[src/rtl/obi_dp_ram_port_bridge_pkg.sv]
// Shared types and helpers for the OBI-to-dual-port-RAM bridge (package obi_ram_pkg).
package obi_ram_pkg;

    // One in-flight response slot.
    typedef struct packed {
        logic valid;
        logic is_write;
        logic err;
    } resp_entry_t;

    localparam logic [15:0] LFSR_SEED = 16'hACE1;
    // Fibonacci taps 16,14,13,11 expressed as bit positions 15,13,12,10.
    localparam logic [15:0] LFSR_TAPS = 16'hB400;

    // True when the byte address falls inside the RAM-backed window.
    function automatic logic addr_in_range(input logic [31:0] addr, input int unsigned ram_aw);
        return (addr >> (ram_aw + 32'd2)) == 32'd0;
    endfunction

endpackage

[src/rtl/obi_dp_ram_port_bridge_if.sv]
// OBI data-side bus between the core LSU (master) and the RAM bridge (slave).
interface obi_dp_ram_port_bridge_if #(
    parameter int unsigned ADDR_WIDTH = 22
) ();
    logic                  data_req;
    logic                  data_gnt;
    logic [ADDR_WIDTH-1:0] data_addr;
    logic                  data_we;
    logic [3:0]            data_be;
    logic [31:0]           data_wdata;
    logic                  data_rvalid;
    logic [31:0]           data_rdata;
    logic                  data_err;

    modport master (
        output data_req, data_addr, data_we, data_be, data_wdata,
        input  data_gnt, data_rvalid, data_rdata, data_err
    );

    modport slave (
        input  data_req, data_addr, data_we, data_be, data_wdata,
        output data_gnt, data_rvalid, data_rdata, data_err
    );
endinterface

[src/rtl/obi_dp_ram_port_bridge_resp_pipe.sv]
// Fixed-depth response shift register; shifts every cycle, cleared synchronously.
module obi_resp_pipe
    import obi_ram_pkg::*;
#(
    parameter int unsigned DEPTH = 2
) (
    input  logic        clk_i,
    input  logic        rst_i,
    input  resp_entry_t push_i,
    output resp_entry_t tail_o
);

    resp_entry_t stage_q [DEPTH];

    // Advance every stage by one slot; reset drops all in-flight entries.
    always_ff @(posedge clk_i) begin
        if (rst_i) begin
            for (int i = 0; i < int'(DEPTH); i++) begin
                stage_q[i] <= '0;
            end
        end else begin
            stage_q[0] <= push_i;
            for (int i = 1; i < int'(DEPTH); i++) begin
                stage_q[i] <= stage_q[i-1];
            end
        end
    end

    assign tail_o = stage_q[DEPTH-1];

endmodule

[src/rtl/obi_dp_ram_port_bridge.sv]
// OBI data interface to fixed-latency BRAM port B bridge.
// Optional macro OBI_RANDOM_STALL_EN: LFSR-driven grant denial (~25%).
module obi_dp_ram_port_bridge
    import obi_ram_pkg::*;
#(
    parameter int unsigned ADDR_WIDTH   = 22,
    parameter int unsigned RAM_AW       = 17,
    parameter int unsigned READ_LATENCY = 2
) (
    input  logic                    clk_i,
    input  logic                    rst_i,
    obi_dp_ram_port_bridge_if.slave obi,
    output logic                    ram_en_o,
    output logic [ADDR_WIDTH-1:0]   ram_addr_o,
    output logic                    ram_we_o,
    output logic [3:0]              ram_be_o,
    output logic [31:0]             ram_wdata_o,
    input  logic [31:0]             ram_rdata_i
);

    logic                  stall;
    logic                  gnt;
    logic                  accept;
    logic                  in_range;
    logic [ADDR_WIDTH-1:0] addr_q;
    logic [31:0]           wdata_q;
    resp_entry_t           push;
    resp_entry_t           tail;
    logic                  rvalid;
    logic [31:0]           rdata;
    logic                  err;

`ifdef OBI_RANDOM_STALL_EN
    logic [15:0] lfsr_q;

    // Free-running Fibonacci LFSR used to deny grants pseudo-randomly.
    always_ff @(posedge clk_i) begin
        if (rst_i) begin
            lfsr_q <= LFSR_SEED;
        end else begin
            lfsr_q <= {lfsr_q[14:0], ^(lfsr_q & LFSR_TAPS)};
        end
    end

    assign stall = (lfsr_q[1:0] == 2'b00);
`else
    assign stall = 1'b0;
`endif

    assign gnt      = obi.data_req & ~rst_i & ~stall;
    assign accept   = obi.data_req & gnt;
    assign in_range = addr_in_range(32'(obi.data_addr), RAM_AW);

    assign obi.data_gnt = gnt;

    // Remember the last issued address/data so idle cycles do not toggle the RAM bus.
    always_ff @(posedge clk_i) begin
        if (rst_i) begin
            addr_q  <= '0;
            wdata_q <= '0;
        end else if (accept) begin
            addr_q  <= {obi.data_addr[ADDR_WIDTH-1:2], 2'b00};
            wdata_q <= obi.data_wdata;
        end
    end

    // Drive the RAM port in the accept cycle; out-of-range accesses stay off the RAM.
    always_comb begin
        ram_en_o    = 1'b0;
        ram_we_o    = 1'b0;
        ram_be_o    = 4'b0000;
        ram_addr_o  = addr_q;
        ram_wdata_o = wdata_q;
        if (accept) begin
            ram_addr_o  = {obi.data_addr[ADDR_WIDTH-1:2], 2'b00};
            ram_wdata_o = obi.data_wdata;
            if (in_range) begin
                ram_en_o = 1'b1;
                ram_we_o = obi.data_we;
                ram_be_o = obi.data_we ? obi.data_be : 4'b0000;
            end
        end
    end

    // Tag every cycle's slot: a real transaction or an empty bubble.
    always_comb begin
        push          = '0;
        push.valid    = accept;
        push.is_write = accept & obi.data_we;
        push.err      = accept & ~in_range;
    end

    obi_resp_pipe #(
        .DEPTH (READ_LATENCY)
    ) u_resp_pipe (
        .clk_i  (clk_i),
        .rst_i  (rst_i),
        .push_i (push),
        .tail_o (tail)
    );

    // Response formed straight from the pipeline tail and the RAM read data.
    always_comb begin
        rvalid = 1'b0;
        rdata  = 32'h0;
        err    = 1'b0;
        if (tail.valid && !rst_i) begin
            rvalid = 1'b1;
            if (tail.err) begin
                err = 1'b1;
            end else if (!tail.is_write) begin
                rdata = ram_rdata_i;
            end
        end
    end

    assign obi.data_rvalid = rvalid;
    assign obi.data_rdata  = rdata;
    assign obi.data_err    = err;

`ifndef SYNTHESIS
    // Request payload must hold while the request waits for grant.
    property p_req_stable;
        @(posedge clk_i) disable iff (rst_i)
        (obi.data_req && !obi.data_gnt) |=>
            ($stable(obi.data_addr) && $stable(obi.data_we) &&
             $stable(obi.data_be) && $stable(obi.data_wdata));
    endproperty
    a_req_stable: assert property (p_req_stable);

    // Latency must match a supported BRAM configuration.
    a_latency_range: assert property (@(posedge clk_i)
        (READ_LATENCY >= 32'd1) && (READ_LATENCY <= 32'd4));
`endif

endmodule

[src/flat_wrapper.sv]
// flat-port wrapper written by rule: the top's interface ports become plain ports
module obi_dp_ram_port_bridge_flat import obi_ram_pkg::*;
#(
    parameter int unsigned ADDR_WIDTH   = 22,
    parameter int unsigned RAM_AW       = 17,
    parameter int unsigned READ_LATENCY = 2
)
  (clk_i, rst_i, ram_en_o, ram_addr_o, ram_we_o, ram_be_o, ram_wdata_o, ram_rdata_i, obi_data_req, obi_data_addr, obi_data_we, obi_data_be, obi_data_wdata, obi_data_gnt, obi_data_rvalid, obi_data_rdata, obi_data_err);
  obi_dp_ram_port_bridge_if #(.ADDR_WIDTH(ADDR_WIDTH)) obi_i ();
  input  logic clk_i;
  input  logic rst_i;
  output logic ram_en_o;
  output logic [ADDR_WIDTH-1:0] ram_addr_o;
  output logic ram_we_o;
  output logic [3:0] ram_be_o;
  output logic [31:0] ram_wdata_o;
  input  logic [31:0] ram_rdata_i;
  input wire logic [$bits(obi_i.data_req)-1:0] obi_data_req;
  input wire logic [$bits(obi_i.data_addr)-1:0] obi_data_addr;
  input wire logic [$bits(obi_i.data_we)-1:0] obi_data_we;
  input wire logic [$bits(obi_i.data_be)-1:0] obi_data_be;
  input wire logic [$bits(obi_i.data_wdata)-1:0] obi_data_wdata;
  output wire logic [$bits(obi_i.data_gnt)-1:0] obi_data_gnt;
  output wire logic [$bits(obi_i.data_rvalid)-1:0] obi_data_rvalid;
  output wire logic [$bits(obi_i.data_rdata)-1:0] obi_data_rdata;
  output wire logic [$bits(obi_i.data_err)-1:0] obi_data_err;
  assign obi_i.data_req = obi_data_req;
  assign obi_i.data_addr = obi_data_addr;
  assign obi_i.data_we = obi_data_we;
  assign obi_i.data_be = obi_data_be;
  assign obi_i.data_wdata = obi_data_wdata;
  assign obi_data_gnt = obi_i.data_gnt;
  assign obi_data_rvalid = obi_i.data_rvalid;
  assign obi_data_rdata = obi_i.data_rdata;
  assign obi_data_err = obi_i.data_err;
  obi_dp_ram_port_bridge #(.ADDR_WIDTH(ADDR_WIDTH), .RAM_AW(RAM_AW), .READ_LATENCY(READ_LATENCY)) u_core (.clk_i(clk_i), .rst_i(rst_i), .obi(obi_i), .ram_en_o(ram_en_o), .ram_addr_o(ram_addr_o), .ram_we_o(ram_we_o), .ram_be_o(ram_be_o), .ram_wdata_o(ram_wdata_o), .ram_rdata_i(ram_rdata_i));
endmodule
[config.mk]
export PLATFORM = sky130hd
export DESIGN_NAME = obi_dp_ram_port_bridge_flat
export DESIGN_NICKNAME = d
export VERILOG_FILES = /design/src/rtl/obi_dp_ram_port_bridge_pkg.sv /design/src/rtl/obi_dp_ram_port_bridge_if.sv /design/src/rtl/obi_dp_ram_port_bridge_resp_pipe.sv /design/src/rtl/obi_dp_ram_port_bridge.sv /design/src/flat_wrapper.sv
export SDC_FILE = /design/constraint.sdc
export NUM_CORES = 1
export LEC_CHECK = 0
export ABC_AREA = 1
export BUFFER_PORTS_ARGS = -buffer_cell sky130_fd_sc_hd__buf_2
export CORE_ASPECT_RATIO = 0.7
export CORE_UTILIZATION = 45
export CTS_BUF_LIST = sky130_fd_sc_hd__clkbuf_4 sky130_fd_sc_hd__clkbuf_8
export DETAILED_ROUTE_END_ITERATION = 16
export PLACE_DENSITY = 0.83
export SYNTH_ARGS = -nofsm -noshare
export SYNTH_HDL_FRONTEND = slang
export SYNTH_SLANG_ARGS = --single-unit
[constraint.sdc]
create_clock -name clk_i -period 1.6 [get_ports clk_i]
set_clock_uncertainty 0.1 [all_clocks]
set_input_delay 0.24 -clock clk_i [delete_from_list [all_inputs] [get_ports clk_i]]
set_output_delay 0.24 -clock clk_i [all_outputs]
set_load 0.05 [all_outputs]
==> summary.md, run 1 <==
| Metric | Value |
|---|---|
| Status | `complete, but fails checks` |
| Violated checks | `setup timing` |
| HP Class | `input pin to register` |
| Post-synth ARST share | `0%` |
| Synth Flop Type | `dfxtp_1` |
| Overall Global Routing Usage | `26.8%` |
| RSZ-0062 raised after global routing | `true` |
| Post-synthesis register bit count | `60` |
| Final core utilization | `77.8%` |
| Register area share after synthesis | `38.6%` |
| CTS tree | `yes` |
| Total power | `4.59 mW` |
| Synth cell types | `15` |
| Core ar. | `6460 um2` |
| Fin nets | `787` |
| First-pass GRT wire length | `15000 um` |
| Initial antenna violation count | `0` |
| DIE HEIGHT | `71.5 um` |
| Post-Place Cells | `772` |
| Tcrit/Tclk final | `109%` |
| Share of the synthesized area in the top cell type | `38.6%` |
| Initial Util | `48.2%` |
| Num rows | `24` |
| Layout area overhead | `61.5%` |
| # DRC | `0` |
| Clock sink count | `60` |
| Setup_tns | `-4.06 ns` |
| Complex-gate fraction of the synthesized area | `0.201%` |
| Adder-cell share of the synthesized area | `0%` |
| Most common cell in the netlist | `nand2_1` |
| Share of layout cells above drive strength 1 | `38.7%` |
| Pin count of the biggest net entering global routing | `58` |
| Final Hold Viols | `0` |
| Io pins | `189` |
| Final Non-Filler Cells | `789` |
| Post-CTS Setup Repair Bufs | `0` |
| Synth cell count leaders | `nand2_1, inv_1, nor2_1` |
| Fin. max-slew vios | `0` |
| Buffers on Ports | `186` |
| GRT Residual Overflow | `0` |
| Average wire per standard cell | `13.0 um` |
| Vias in the first global route | `3441` |
| Max IR drop VDD | `0.562 mV` |
| Hold WS | `0.128 ns` |
| EDFF count, synth | `0` |
| Post-route ant nets | `0` |
| Max cap viols | `0` |
| Clock Latency Late Sink | `0.32 ns` |
| Final setup violation count | `33` |
| Worst Setup Path Type | `register to output pin` |
| Simple-gate share of the synthesized area | `42.0%` |
| Fmax | `572 MHz` |
| Initial DRC Count | `138` |
| DRT Wirelength | `10300 um` |
| Cell Area, Synth | `3110 um2` |
| CP Data Required Time | `1.26 ns` |
| Clock transition at path regs | `0.08 ns` |
| Gate Count Post-Synth | `504` |
| Syn Nets | `598` |
| Final WS setup | `-0.148 ns` |
| Total number of vias | `3630` |
| H-tree depth | `3` |
| CP endpoint kind | `output pin` |
| Synth area leaders | `dfxtp_1, nand2_1, inv_1, nand3b_1, nor2_1` |
| Full die area | `7250 um2` |
| Pleak | `2.89 nW` |
| # diodes | `0` |
| DR pass1 iterations | `4` |
| Filler Cells Inserted | `472` |
| DP Wirelength | `6410 um` |
| Post-synthesis mux area share | `0%` |
| Synth Area in XOR/XNOR | `0%` |
| Pwr dens | `914 nW/um2` |
| Die Wd | `101 um` |
| Crit path DAT | `1.41 ns` |
| Drt via density | `4.60` |
| Worst Path Max Fanout | `16` |
| TritonCTS buffer count | `9` |
| Avg Cell Area, Syn | `6.17 um2` |
| Fin crit period | `1.75 ns` |
| Largest family of logic cells by synthesized area | `simple AND/OR/NAND/NOR gates` |
| Worst-margin pin slew | `0.579 ns` |
| CP Launch Type | `register` |
| Yosys top cell by area | `dfxtp_1` |
| RePlAce Congestion | `0.751` |
| Root buffer cell | `clkbuf_8` |
| Ys Warns | `0` |
| Clock Tree Buf Depth | `2` |
| Relative slew slack | `61.4%` |
area by class of cell:
| class | instances | area, um2 | area share (%) |
|---|---|---|---|
| multi-input cells | 295 | 1510 | 30.1 |
| repair buffers | 208 | 1510 | 30.1 |
| flip-flops and latches | 60 | 1200 | 23.9 |
| inverters | 119 | 447 | 8.90 |
| clock buffers | 11 | 151 | 3.02 |
| well taps | 91 | 114 | 2.27 |
| clock inverters | 5 | 83.8 | 1.67 |
sequential cells by signal, indices dropped and copies added, names as in the netlist:
signal / cells
u_core.addr_q: 22
u_core.u_resp_pipe.stage_q: 6
u_core.wdata_q: 32
path summary, 6_finish.rpt:
| check | start | to | slack, ns | cells after the start |
|---|---|---|---|---|
| setup / recovery | u_core.u_resp_pipe.stage_q[0][4]$_SDFF_PP0_ | obi_data_rdata[12] | -0.15 | 4 |
| hold / removal | obi_data_addr[15] | u_core.addr_q[15]$_SDFF_PP0_ | 0.13 | 4 |
| setup reg to reg | u_core.wdata_q[25]$_SDFF_PP0_ | u_core.wdata_q[25]$_SDFF_PP0_ | 0.74 | 5 |
| hold reg to reg | u_core.u_resp_pipe.stage_q[0][2]$_SDFF_PP0_ | u_core.u_resp_pipe.stage_q[0][5]$_SDFF_PP0_ | 0.30 | 2 |
metal layers:
| metal | vias to the layer above | part of all wire, % | global-route usage [%] |
|---|---|---|---|
| li1 | 1817 | - | - |
| met1 | 1625 | 38 | 27.0 |
| met2 | 151 | 51 | 50.9 |
| met3 | 37 | 6.7 | 7.61 |
| met4 | 0 | 3.8 | 12.6 |
| met5 | - | 0 | 0 |
report_power, final:
group          total, mW  leakage [nW]  internal (mW)  switching (mW)
Sequential          1.61         0.495           1.59          0.0244
Clock               1.59         0.112          0.965           0.621
Combinational       1.39          2.28          0.436           0.957
Total               4.59          2.89           2.99            1.60
critical path: stages (launching register included):
cell and delay [ns]:
dfxtp_1 0.30, or2_4 0.28, buf_16 0.18, nor2_4 0.14
buf_6 0.17
cell families (layout without fill, tap and decap cells):
group	count (synthesis)	count (layout)
DFF	60	60
buffers and inverters	149	343
AOI/OAI and AO/OA	1	1
and+or+nand+nor	294	294
layout by cell type (no fill, tap or decap), drive strengths merged:
cell	n
clkbuf	40
nor2	92
buf	179
clkinv	1
dfxtp	60
inv	119
bufinv	2
clkinvlp	2
a31oi	1
nand3b	49
nor3	6
nand3	5
nand2	141
or2	1
stage by stage:
step	setup WS [ns]	cell area, um2
floorplan	-0.317	3220
global placement	0.0480	4320
detailed placement	0.0214	4320
CTS	-0.148	4840
global route	-0.200	5020
finish	-0.148	5020
repair_timing:
item | CTS | global route
endpoints found under the setup margin | 32 | 66
pin swaps | 1 | 0
hold buffers | 0 | 0
endpoints found under the hold margin | 0 | 0
resized for setup | 87 | 62
cloned | 1 | 0
(Power assumes the default switching activity.)
==> run 2: changes to the inputs <==
- clock period: 1.6 -> 1.8 ns (I/O delays scaled with it)
==> summary.md, run 2 (same netlist as run 1, synthesis figures left out) <==
| Metric | Value |
|---|---|
| Total power | `3.63 mW` |
| Setup_tns | `0 ns` |
| Fin crit period | `1.77 ns` |
| CP Launch Type | `register` |
| Final WS setup | `0.0318 ns` |
| DP Worst Slack | `0.163 ns` |
| Initial DRC Count | `141` |
| Max cap viols | `0` |
| Share of layout cells above drive strength 1 | `36.9%` |
| # DRC | `0` |
| Total number of vias | `3493` |
| Max IR drop VDD | `0.535 mV` |
| CTS tree | `yes` |
| Final Hold Viols | `0` |
| First-pass GRT wire length | `13700 um` |
| Core ar. | `6460 um2` |
| Io pins | `189` |
| Root buffer cell | `clkbuf_8` |
| TritonCTS buffer count | `9` |
| Most frequent cells in the layout | `buf_2, nand2_1, inv_1, dfxtp_1, nor2_1` |
| Full die area | `7250 um2` |
| Post-Place Cells | `762` |
| Worst Setup Path Type | `register to output pin` |
| Hold WS | `0.133 ns` |
| Fmax | `566 MHz` |
| Clock Latency Late Sink | `0.33 ns` |
| HP Class | `input pin to register` |
| CP endpoint kind | `output pin` |
| Overall Global Routing Usage | `24.2%` |
| M3 GR Usage | `6.44%` |
| Die Wd | `101 um` |
| Drt via density | `4.48` |
| Final Non-Filler Cells | `779` |
| Clock Tree Buf Depth | `2` |
| Fin. max-slew vios | `0` |
| GR Util met1 | `26.0%` |
| DP Wirelength | `6070 um` |
| Filler Cells Inserted | `539` |
| Final Cell Area | `4640 um2` |
| RePlAce Congestion | `0.748` |
| Layout area overhead | `49.1%` |
| H-tree depth | `3` |
| Relative slew slack | `61.7%` |
| Pwr dens | `784 nW/um2` |
| Average wire per standard cell | `11.4 um` |
| DRT Wirelength | `8900 um` |
| Global-route met2 utilization | `45.7%` |
| Top flop regs | `u_core.wdata_q (32), u_core.addr_q (22), u_core.u_resp_pipe.stage_q (6)` |
| Most common cell after layout, fill and taps aside | `buf_2` |
| DIE HEIGHT | `71.5 um` |
| Crit path DAT | `1.40 ns` |
| Pin count of the biggest net entering global routing | `58` |
| Hold buffers post-CTS | `0` |
| Worst-margin pin slew | `0.574 ns` |
| Num rows | `24` |
| Initial Util | `48.2%` |
| RSZ-0062 raised after global routing | `true` |
| DR pass1 iterations | `6` |
| Pleak | `2.77 nW` |
| Buffers on Ports | `186` |
| CP Data Required Time | `1.43 ns` |
| Fin nets | `777` |
| Tcrit/Tclk final | `98.2%` |
| Final setup violation count | `0` |
| GRT Residual Overflow | `0` |
| Clock sink count | `60` |
| Final core utilization | `71.8%` |
| Max reg flops | `32` |
| GRT busiest layer | `met2` |
| Post-route ant nets | `0` |
| # diodes | `0` |
| Post-DP Area | `4230 um2` |
| Status | `finished, final reports clean` |
| Clock transition at path regs | `0.06 ns` |
| Vias in the first global route | `3189` |
| Reg with most FFs | `u_core.wdata_q` |
| Initial antenna violation count | `0` |
| Worst Path Max Fanout | `16` |
-- run 2: changes by cell type in the layout (fill, tap and decap cells not counted), moves of 2 or more --
cell       delta
buf_2        +34
buf_8        -11
nor2_2       +10
buf_6         +2
bufinv_16     -2
buf_4         -6
nor3_4        -2
nor2_4       -11
clkbuf_4     -27
clkinv_2      +2
nor3_1        +3
-- run 2: worst max-delay path, stage by stage (launching register included) --
cell and delay (ns):
dfxtp_1 0.30, or2_4 0.28, buf_16 0.18, nor2_2 0.14, buf_6 0.17
-- run 2: area by class of cell --
cell class / instances / area [um2] / share of cell area (%)
inverters: 119 / 447 / 9.64
flip-flops and latches: 60 / 1200 / 25.9
clock buffers: 12 / 153 / 3.29
repair buffers: 198 / 1280 / 27.5
clock inverters: 4 / 25.0 / 0.540
well taps: 91 / 114 / 2.46
multi-input cells: 295 / 1420 / 30.6
-- run 2: repair_timing --
item / in CTS / in global routing
setup buffers: 0 / 0
setup endpoints to repair: 32 / 17
pin swaps: 0 / 0
cloned: 1 / 0
resized for setup: 50 / 15
-- run 2: worst paths after layout --
path / startpoint / to / slack [ns] / cells past startpoint
min reg2reg: u_core.u_resp_pipe.stage_q[0][2]$_SDFF_PP0_ / u_core.u_resp_pipe.stage_q[0][5]$_SDFF_PP0_ / 0.30 / 2
min: obi_data_addr[20] / u_core.u_resp_pipe.stage_q[0][0]$_SDFF_PP0_ / 0.13 / 3
max: u_core.u_resp_pipe.stage_q[0][4]$_SDFF_PP0_ / obi_data_rdata[10] / 0.03 / 4
max reg2reg: u_core.wdata_q[12]$_SDFF_PP0_ / u_core.wdata_q[12]$_SDFF_PP0_ / 1.02 / 4
-- run 2: report_power, final --
part / switching, mW / internal [mW]
registers: 0.0216 / 1.41
clock network: 0.501 / 0.562
logic: 0.811 / 0.325
total: 1.33 / 2.30
-- run 2: layer usage --
| layer | share of wire [%] | vias up |
|---|---|---|
| met4 | 1.8 | 0 |
| met5 | 0 | - |
| li1 | - | 1796 |
| met1 | 39 | 1553 |
| met3 | 7.1 | 15 |
| met2 | 52 | 129 |
